## src/rtl/key_capture_pkg.sv

```systemverilog
// Shared types and constants for the four-key capture block: FSM states,
// the default debounce period and a lowest-set-bit helper.
package key_capture_pkg;

  localparam int NUM_KEYS                = 4;
  localparam int DEFAULT_DEBOUNCE_CYCLES = 16;

  typedef enum logic [1:0] {
    IDLE    = 2'd0,
    HOLD    = 2'd1,
    RELEASE = 2'd2
  } state_t;

  // Isolates the lowest set bit so the lowest-index key wins.
  function automatic logic [NUM_KEYS-1:0] lowest_one_hot(input logic [NUM_KEYS-1:0] v);
    return v & (~v + NUM_KEYS'(1));
  endfunction

endpackage

```

## src/rtl/debounce_1.sv

```systemverilog
// One key: 2-flop synchronizer, then a level that only changes after the
// synchronized input has disagreed with it for DEBOUNCE_CYCLES cycles in a row.
module debounce_1 #(
  parameter int DEBOUNCE_CYCLES = 16
) (
  input  logic clk,
  input  logic rst,
  input  logic key,
  output logic stable
);

  localparam int             CW   = $clog2(DEBOUNCE_CYCLES);
  localparam logic [CW-1:0]  LAST = CW'(DEBOUNCE_CYCLES - 1);

  logic          sync1_reg;
  logic          sync2_reg;
  logic          stable_reg;
  logic [CW-1:0] cnt_reg;

  always_ff @(posedge clk) begin
    if (rst) begin
      sync1_reg  <= 1'b0;
      sync2_reg  <= 1'b0;
      stable_reg <= 1'b0;
      cnt_reg    <= '0;
    end else begin
      sync1_reg <= key;
      sync2_reg <= sync1_reg;
      // Counter tracks consecutive disagreeing cycles; any agreement restarts it.
      if (sync2_reg == stable_reg) begin
        cnt_reg <= '0;
      end else if (cnt_reg == LAST) begin
        stable_reg <= sync2_reg;
        cnt_reg    <= '0;
      end else begin
        cnt_reg <= cnt_reg + CW'(1);
      end
    end
  end

  assign stable = stable_reg;

endmodule

```

## src/rtl/key_capture_4.sv

```systemverilog
// Debounces four keys, captures the lowest-index fresh press as a one-hot
// code and holds it until acknowledged, then waits for all keys released.
module key_capture_4
  import key_capture_pkg::*;
#(
  parameter int DEBOUNCE_CYCLES = DEFAULT_DEBOUNCE_CYCLES
) (
  input  logic                clk,
  input  logic                rst,
  input  logic [NUM_KEYS-1:0] key_in,
  input  logic                ack,
  output logic [NUM_KEYS-1:0] a,
  output logic                en
);

  logic [NUM_KEYS-1:0] stable;
  logic [NUM_KEYS-1:0] stable_prev_reg;
  logic [NUM_KEYS-1:0] rise;
  logic [NUM_KEYS-1:0] a_reg;
  logic                en_reg;
  state_t              state_reg;

  generate
    for (genvar gi = 0; gi < NUM_KEYS; gi++) begin : g_key
      debounce_1 #(
        .DEBOUNCE_CYCLES(DEBOUNCE_CYCLES)
      ) u_debounce (
        .clk   (clk),
        .rst   (rst),
        .key   (key_in[gi]),
        .stable(stable[gi])
      );
    end
  endgenerate

  // Only a 0->1 edge of the debounced level counts as a press.
  assign rise = stable & ~stable_prev_reg;

  always_ff @(posedge clk) begin
    if (rst) begin
      stable_prev_reg <= '0;
      state_reg       <= IDLE;
      a_reg           <= '0;
      en_reg          <= 1'b0;
    end else begin
      stable_prev_reg <= stable;
      case (state_reg)
        IDLE: begin
          if (|rise) begin
            a_reg     <= lowest_one_hot(rise);
            en_reg    <= 1'b1;
            state_reg <= HOLD;
          end
        end
        HOLD: begin
          if (ack) begin
            a_reg     <= '0;
            en_reg    <= 1'b0;
            state_reg <= RELEASE;
          end
        end
        RELEASE: begin
          if (stable == '0) begin
            state_reg <= IDLE;
          end
        end
        default: begin
          a_reg     <= '0;
          en_reg    <= 1'b0;
          state_reg <= IDLE;
        end
      endcase
    end
  end

  assign a  = a_reg;
  assign en = en_reg;

endmodule

```

## config.mk

```make
export PLATFORM = sky130hd
export DESIGN_NAME = key_capture_4
export DESIGN_NICKNAME = d
export VERILOG_FILES = /design/src/rtl/key_capture_pkg.sv /design/src/rtl/debounce_1.sv /design/src/rtl/key_capture_4.sv
export SDC_FILE = /design/constraint.sdc
export NUM_CORES = 1
export LEC_CHECK = 0
export CORE_MARGIN = 8
export CORE_UTILIZATION = 32
export CTS_CLUSTER_SIZE = 10
export DETAILED_ROUTE_END_ITERATION = 8
export SKIP_CTS_REPAIR_TIMING = 1
export SLEW_MARGIN = 40
export SYNTH_ARGS = -nofsm -noshare
export SYNTH_HDL_FRONTEND = slang
export SYNTH_SLANG_ARGS = --single-unit
```

## constraint.sdc

```tcl
create_clock -name clk -period 1.6 [get_ports clk]
set_input_delay 0.24 -clock clk [delete_from_list [all_inputs] [get_ports clk]]
set_output_delay 0.24 -clock clk [all_outputs]
set_load 0.05 [all_outputs]
```

== Word level (Yosys, flattened, before mapping) ==
Index checks and enable logic that the tools add are counted.
Operators by class
  muxes and demuxes: 10
  div/mod/pow operators: 0
  $add $sub $neg: 5
  multiply operators: 0
  equality and inequality tests: 13
  magnitude comparators: 0
  bitwise operators: 9
  reduce and logical (&&, ||, !) cells: 13
  shift-type cells: 0
Operators by type and width (count)
  4-bit by 1-bit adder with 4-bit output, second input constant: 5
  4-bit equality test, second input constant: 4
  4-bit one-hot mux with 3 select lines: 1
  3-bit OR reduction: 4
  4-bit AND: 2
  4-bit two-way mux: 2
  4-bit inverter: 2
  2-bit AND reduction: 4
  2-bit two-way mux: 3
  2-bit != test, second input constant: 3
  2-bit one-hot mux with 3 select lines: 1
  3-bit AND reduction: 2
  1-bit inverter: 5
  1-bit equality test: 4
  4-bit zero test: 1
  4-bit OR reduction: 1
  1-bit one-hot mux with 3 select lines: 1
  2-bit by 1-bit equality test with 1-bit output, second input constant: 1
  2-bit equality test, second input constant: 1
  2-bit zero test: 1
  1-bit two-way mux: 2
Word-level totals
  memories: 0
  word-level logic and storage cells: 70
  bits of input ports: 7
  output and inout bits: 5
  bits in latches: 0
  ROM bits: 0
  bits in writable memories: 0
  register bits: 39

== Longest topological paths before layout ==
  word-level depth: 7
  mapped depth: 5
  depth with buffers taken out: 4

== Hierarchy ==
A second synthesis with hierarchy kept.
Unflattened totals
  cell total of the unflattened synthesis: 142
  area total of the unflattened synthesis: 1466.4 sq um
Modules (own cells, without submodules)
  debounce_1: instances 4, cells an instance 23, sequential area each 140.1 sq um, area an instance 251.5 sq um
  key_capture_4: instances 1, cells an instance 50, sequential area each 220.2 sq um, area an instance 460.4 sq um

== Least setup slack after synthesis ==
No wires, ideal clock.
  path type: reg2reg
  from: reg state_reg[1]
  to: reg a_reg[0] (netlist: a[0])
  library setup time: 0.078 ns
  data required time: 1.522 ns
  clock period less this slack: 1.474 ns
  cell stages (with the launch flop): 6
  path slack: 0.126 ns
  buffers on the path: 1
  arrival time: 1.397 ns
  cells stage by stage: dfxtp_1 or2_1 buf_6 a2111oi_4 a211oi_1 nor3_1
Between the ends
  word-level cells in the longest chain between the ends: 3
  elaborated cells on any way between the ends: 8
  those cells by class: 4 x eq/ne; 1 x mux; 1 x bitwise; 2 x reduce/logical
Ends and longest elaborated chain
  start: declaration: line key_capture_4.sv:21  | state_t state_reg;
  start signal: assignment: line key_capture_4.sv:42  | state_reg <= IDLE;
  start signal: assignment: line key_capture_4.sv:52  | state_reg <= HOLD;
  start signal: assignment: line key_capture_4.sv:59  | state_reg <= RELEASE;
  2-bit by 1-bit equality test with 1-bit output, or another cell as far along: line key_capture_4.sv:47  | case (state_reg)
  2-bit != test (no source line) or 1-bit inverter (tied branches)
  3-bit AND reduction (no source line)
  end signal: assignment: line key_capture_4.sv:50  | a_reg <= lowest_one_hot(rise);
  end: declaration: line key_capture_4.sv:19  | logic [NUM_KEYS-1:0] a_reg;
Several ways; a longest one is shown, not always the timed one.
A chain may end at the register's enable or synchronous reset.

== Worst setup path after layout ==
  from: reg g_key[1].u_debounce.stable_reg
  to: reg a_reg[2] (netlist: a[2])
Between the ends
  word-level cells in the longest chain between the ends: 6
  elaborated cells on any way between the ends: 9
  those cells by class: 1 x add/sub; 1 x eq/ne; 2 x mux; 3 x bitwise; 2 x reduce/logical
Ends and longest elaborated chain
  start: declaration: line debounce_1.sv:17  | logic stable_reg;
  start signal: assignment: line debounce_1.sv:33  | stable_reg <= sync2_reg;
  4-bit AND (*): line key_capture_4.sv:37  | assign rise = stable & ~stable_prev_reg;
  4-bit inverter: line key_capture_pkg.sv:16  | return v & (~v + NUM_KEYS'(1));
  4-bit by 1-bit adder with 4-bit output: line key_capture_pkg.sv:16
  4-bit AND: line key_capture_pkg.sv:16
  4-bit two-way mux: line key_capture_4.sv:49  | if (|rise) begin
  4-bit one-hot mux with 3 select lines: line key_capture_4.sv:47
Mark *: on every way between the ends. The rest lies on a longest branch, timed or not. The select of a mux whose other input is x is not followed.

==> results <==
- The flow ran to the end, and the final reports show no timing, DRC or antenna violations.
- The worst IR drop on VDD is 0.000389 V.
- After synthesis, the mean cell area works out to between 10 and 15 µm².
- The fraction of synthesis flops using an asynchronous set or reset pin is 0%.
- The die covers between 0.007 and 0.008 mm².
- The initial antenna violation count is 0.
- The synthesized design contains 0 enable-type register cells.
- The wire length per cell is 11.5 µm.
- The number of top-level pins is 12.
- The first-pass GRT wire length is 4440 µm.
- The detailed-routing iteration count for the pre-antenna-repair pass is 4.
- The final weighted congestion in routability-driven placement is just over 0.7.
- The final-report setup violation count is 0.
- In this run the tool buffered the top-level ports with 11 buffer cells.
- During synthesis, Yosys emitted a total of 0 warnings.
- The width of the die is 83.8 µm.
- The clock skew after layout is roughly 0.0047 ns.
- The initial cell density of the core is around a third.
- Sequential elements use 53.1% of the synthesized area.
- Compared with the post-synthesis result, the final layout area differs by 17.9%.
- Setup repair after global routing left no endpoint under its margin.
- The standard cell core area is 0.00438 mm².
- At the worst endpoint, the arrival time is approximately 1.7 ns.
- By startpoint and endpoint, the worst setup path is classified as flip-flop to flip-flop.
- The count of different cell masters after synthesis is 29.
- STA classifies the critical path startpoint as a flip-flop.
- The startpoint identified for the worst hold timing path is g_key[0].u_debounce.sync1_reg$_SDFF_PP0_.
- The slew at the pin with the worst max-slew slack is around 0.51 ns.
- The total wirelength of the detailed-routed design is 2500 µm.
- Once routing completed, OpenROAD measured the worst setup slack at 0.121 ns.
- Timing would allow up to 0.676 GHz.
- Before CTS, the worst setup slack after placement is 0.0106 ns.
- The violation count after the first detailed-routing iteration is just over 80.
- The worst setup path is captured at a flip-flop.
- The number of nets handed over by synthesis was 157.
- The number of clock buffers added by TritonCTS is 5.
- The minimum clock period after layout is approximately 1.5 ns.
- The total of flip-flops plus latches after synthesis is 39.
- For this run, design rule violations remaining after detail routing come to 0.
- At the later pin of the worst-skew pair, clock insertion delay measures 0.28 ns.
- The via count of the first global-routing pass is ~1.0k.
- The ratio of total power to cell area is between 900 and 1000 mW/mm².
- Global routing finished with a remaining overflow of 0.
- The CTS tree is done.
- After floorplanning, the core was divided into 24 placement rows.
- Summed over all failing endpoints, the final setup total negative slack is 0 ns.
- The critical path starts at g_key[1].u_debounce.stable$_SDFFE_PP0P_.
- The tree is rooted in a sky130_fd_sc_hd__clkbuf_8.
- Counting every instance in the synthesized netlist gives 146.
- The height of the die is 83.8 µm.
- At the worst endpoint, the required time is 1.81 ns.
- Counting along the longest clock path gives a buffer depth of 2.
- Entering global routing, the biggest net connects 30 pins.
- The final net count is about 180.
- The clock tree synthesis step divided the H-tree into 2 levels.
- The final cycle utilization of the critical path is between 90% and 100%.
- The largest total area in the synthesized netlist belongs to sky130_fd_sc_hd__dfxtp_1.
- The max-slew violation count is 0.
- By area the synthesized netlist is led by sky130_fd_sc_hd__dfxtp_1, sky130_fd_sc_hd__nor2b_1, sky130_fd_sc_hd__nor2_1.
- The commonest cells after synthesis are sky130_fd_sc_hd__dfxtp_1, sky130_fd_sc_hd__nor2_1, sky130_fd_sc_hd__nor2b_1.
- After synthesis the cells add up to 0.00147 mm².
- The repair_antennas step left the layout with diodes totalling 0.
- Of all nets on the critical path, the largest fanout is 7.
- The total clock sinks is 39.
- The type of the tightest min-delay check is flip-flop to flip-flop.
- In the global route stage, overall resource usage came out at between 7 and 8%.
- The vias after detailed routing is 1,017.
- The most numerous cell in the Yosys netlist is sky130_fd_sc_hd__dfxtp_1.
- The flip-flop cell with the highest count after synthesis is sky130_fd_sc_hd__dfxtp_1.
- The register with the most flip-flops in the layout has 16 of them.
- The detail route stage leaves a number of antenna-violating nets equal to 0.
- The placed wire-length estimate after detailed placement is between 1500 and 2000 µm.
- The leakage power total is 0.667 nW.
- The number of vias per cell is 4.69.
- The clock transition at the register clock pins on the worst setup and hold paths after CTS is approximately 0.070 ns.
- The relative max-transition margin is 66.1%.
- The area share of the largest cell type after synthesis is 53.1%.
- Across the run, the number of max-cap violations was 0.
- In this run the critical register-to-register path is launched from g_key[1].u_debounce.stable$_SDFFE_PP0P_.
- The final count of hold timing violations is 0.
- Cells with a size suffix above 1 make up between 10% and 20% of the layout.
==> layout make-up <==
type / count / area (µm²)
Fill cell: 423 / 2650
Sequential cell: 39 / 781
Multi-Input combinational cell: 98 / 649
Timing Repair Buffer: 15 / 140
Clock buffer: 7 / 76.3
Tap cell: 52 / 65.1
Inverter: 5 / 18.8
Clock inverter: 1 / 5.00
==> final timing paths <==
check | to | slack, ns | depth (start not counted)
worst max-delay path | a[2]$_SDFFE_PP0P_ | 0.12 | 4
worst min-delay path | g_key[0].u_debounce.sync2_reg$_SDFF_PP0_ | 0.44 | 1
worst max register to register | a[2]$_SDFFE_PP0P_ | 0.12 | 4
worst min register to register | g_key[0].u_debounce.sync2_reg$_SDFF_PP0_ | 0.44 | 1
==> critical path, stage by stage, from the launching register on <==
cell and delay, ns:
sky130_fd_sc_hd__dfxtp_1 0.35, sky130_fd_sc_hd__nor2b_1 0.19, sky130_fd_sc_hd__a2111oi_4 0.54, sky130_fd_sc_hd__a211oi_1 0.16, sky130_fd_sc_hd__nor3_1 0.18
==> placed cells by master, fill, tap and decap left out, types with 2 or more instances in the layout <==
cell,count
sky130_fd_sc_hd__a211oi_1,3
sky130_fd_sc_hd__a21oi_1,2
sky130_fd_sc_hd__and3_1,4
sky130_fd_sc_hd__buf_4,8
sky130_fd_sc_hd__clkbuf_1,2
sky130_fd_sc_hd__clkbuf_8,5
sky130_fd_sc_hd__clkdlybuf4s50_1,6
sky130_fd_sc_hd__dfxtp_1,39
sky130_fd_sc_hd__ha_1,4
sky130_fd_sc_hd__inv_1,5
sky130_fd_sc_hd__mux2i_1,5
sky130_fd_sc_hd__nand2b_1,3
sky130_fd_sc_hd__nand3_1,4
sky130_fd_sc_hd__nor2_1,24
sky130_fd_sc_hd__nor2b_1,15
sky130_fd_sc_hd__nor3_1,6
sky130_fd_sc_hd__nor4_1,2
sky130_fd_sc_hd__or3_1,4
sky130_fd_sc_hd__xnor2_1,8
sky130_fd_sc_hd__xor2_1,4
==> per-layer routing <==
| layer | vias to the layer above | GRT usage [%] | part of all wire (%) |
|---|---|---|---|
| li1 | 522 | - | - |
| met1 | 470 | 7.95 | 44 |
| met2 | 18 | 12.6 | 48 |
| met3 | 7 | 3.03 | 4.5 |
| met4 | 0 | 5.97 | 3.0 |
| met5 | - | 0 | 0 |
==> metrics by stage <==
stage               hold slack (ns)  instances  power, mW  utilization [%]  area [µm²]
floorplan                     0.368        146       1.04                -        1470
global placement              0.418        209       1.06             37.7        1650
detailed placement            0.425        209       1.06             37.7        1650
CTS                           0.446        217       1.69             39.6        1740
global route                  0.465        217       1.75             39.6        1740
finish                        0.439        217       1.66             39.6        1740
==> logic make-up (layout without fill, tap and decap cells) <==
kind of cell,count (synthesis),count (layout),share of synthesized area [%]
and+or+nand+nor,66,66,23.2
adders and majority gates,4,4,3.40
muxes,5,5,3.40
AOI/OAI and AO/OA,11,11,6.97
buffers and inverters,9,28,2.81
DFF,39,39,53.1
xor gates and xnor gates,12,12,7.14
==> power by group <==
group | total, mW | leakage, nW | internal [mW] | switching, mW
clock | 0.619 | 0.0422 | 0.306 | 0.313
sequential | 0.989 | 0.316 | 0.983 | 0.00609
combinational | 0.0509 | 0.308 | 0.0296 | 0.0212
Note: power is estimated with default switching activity, not from simulation.
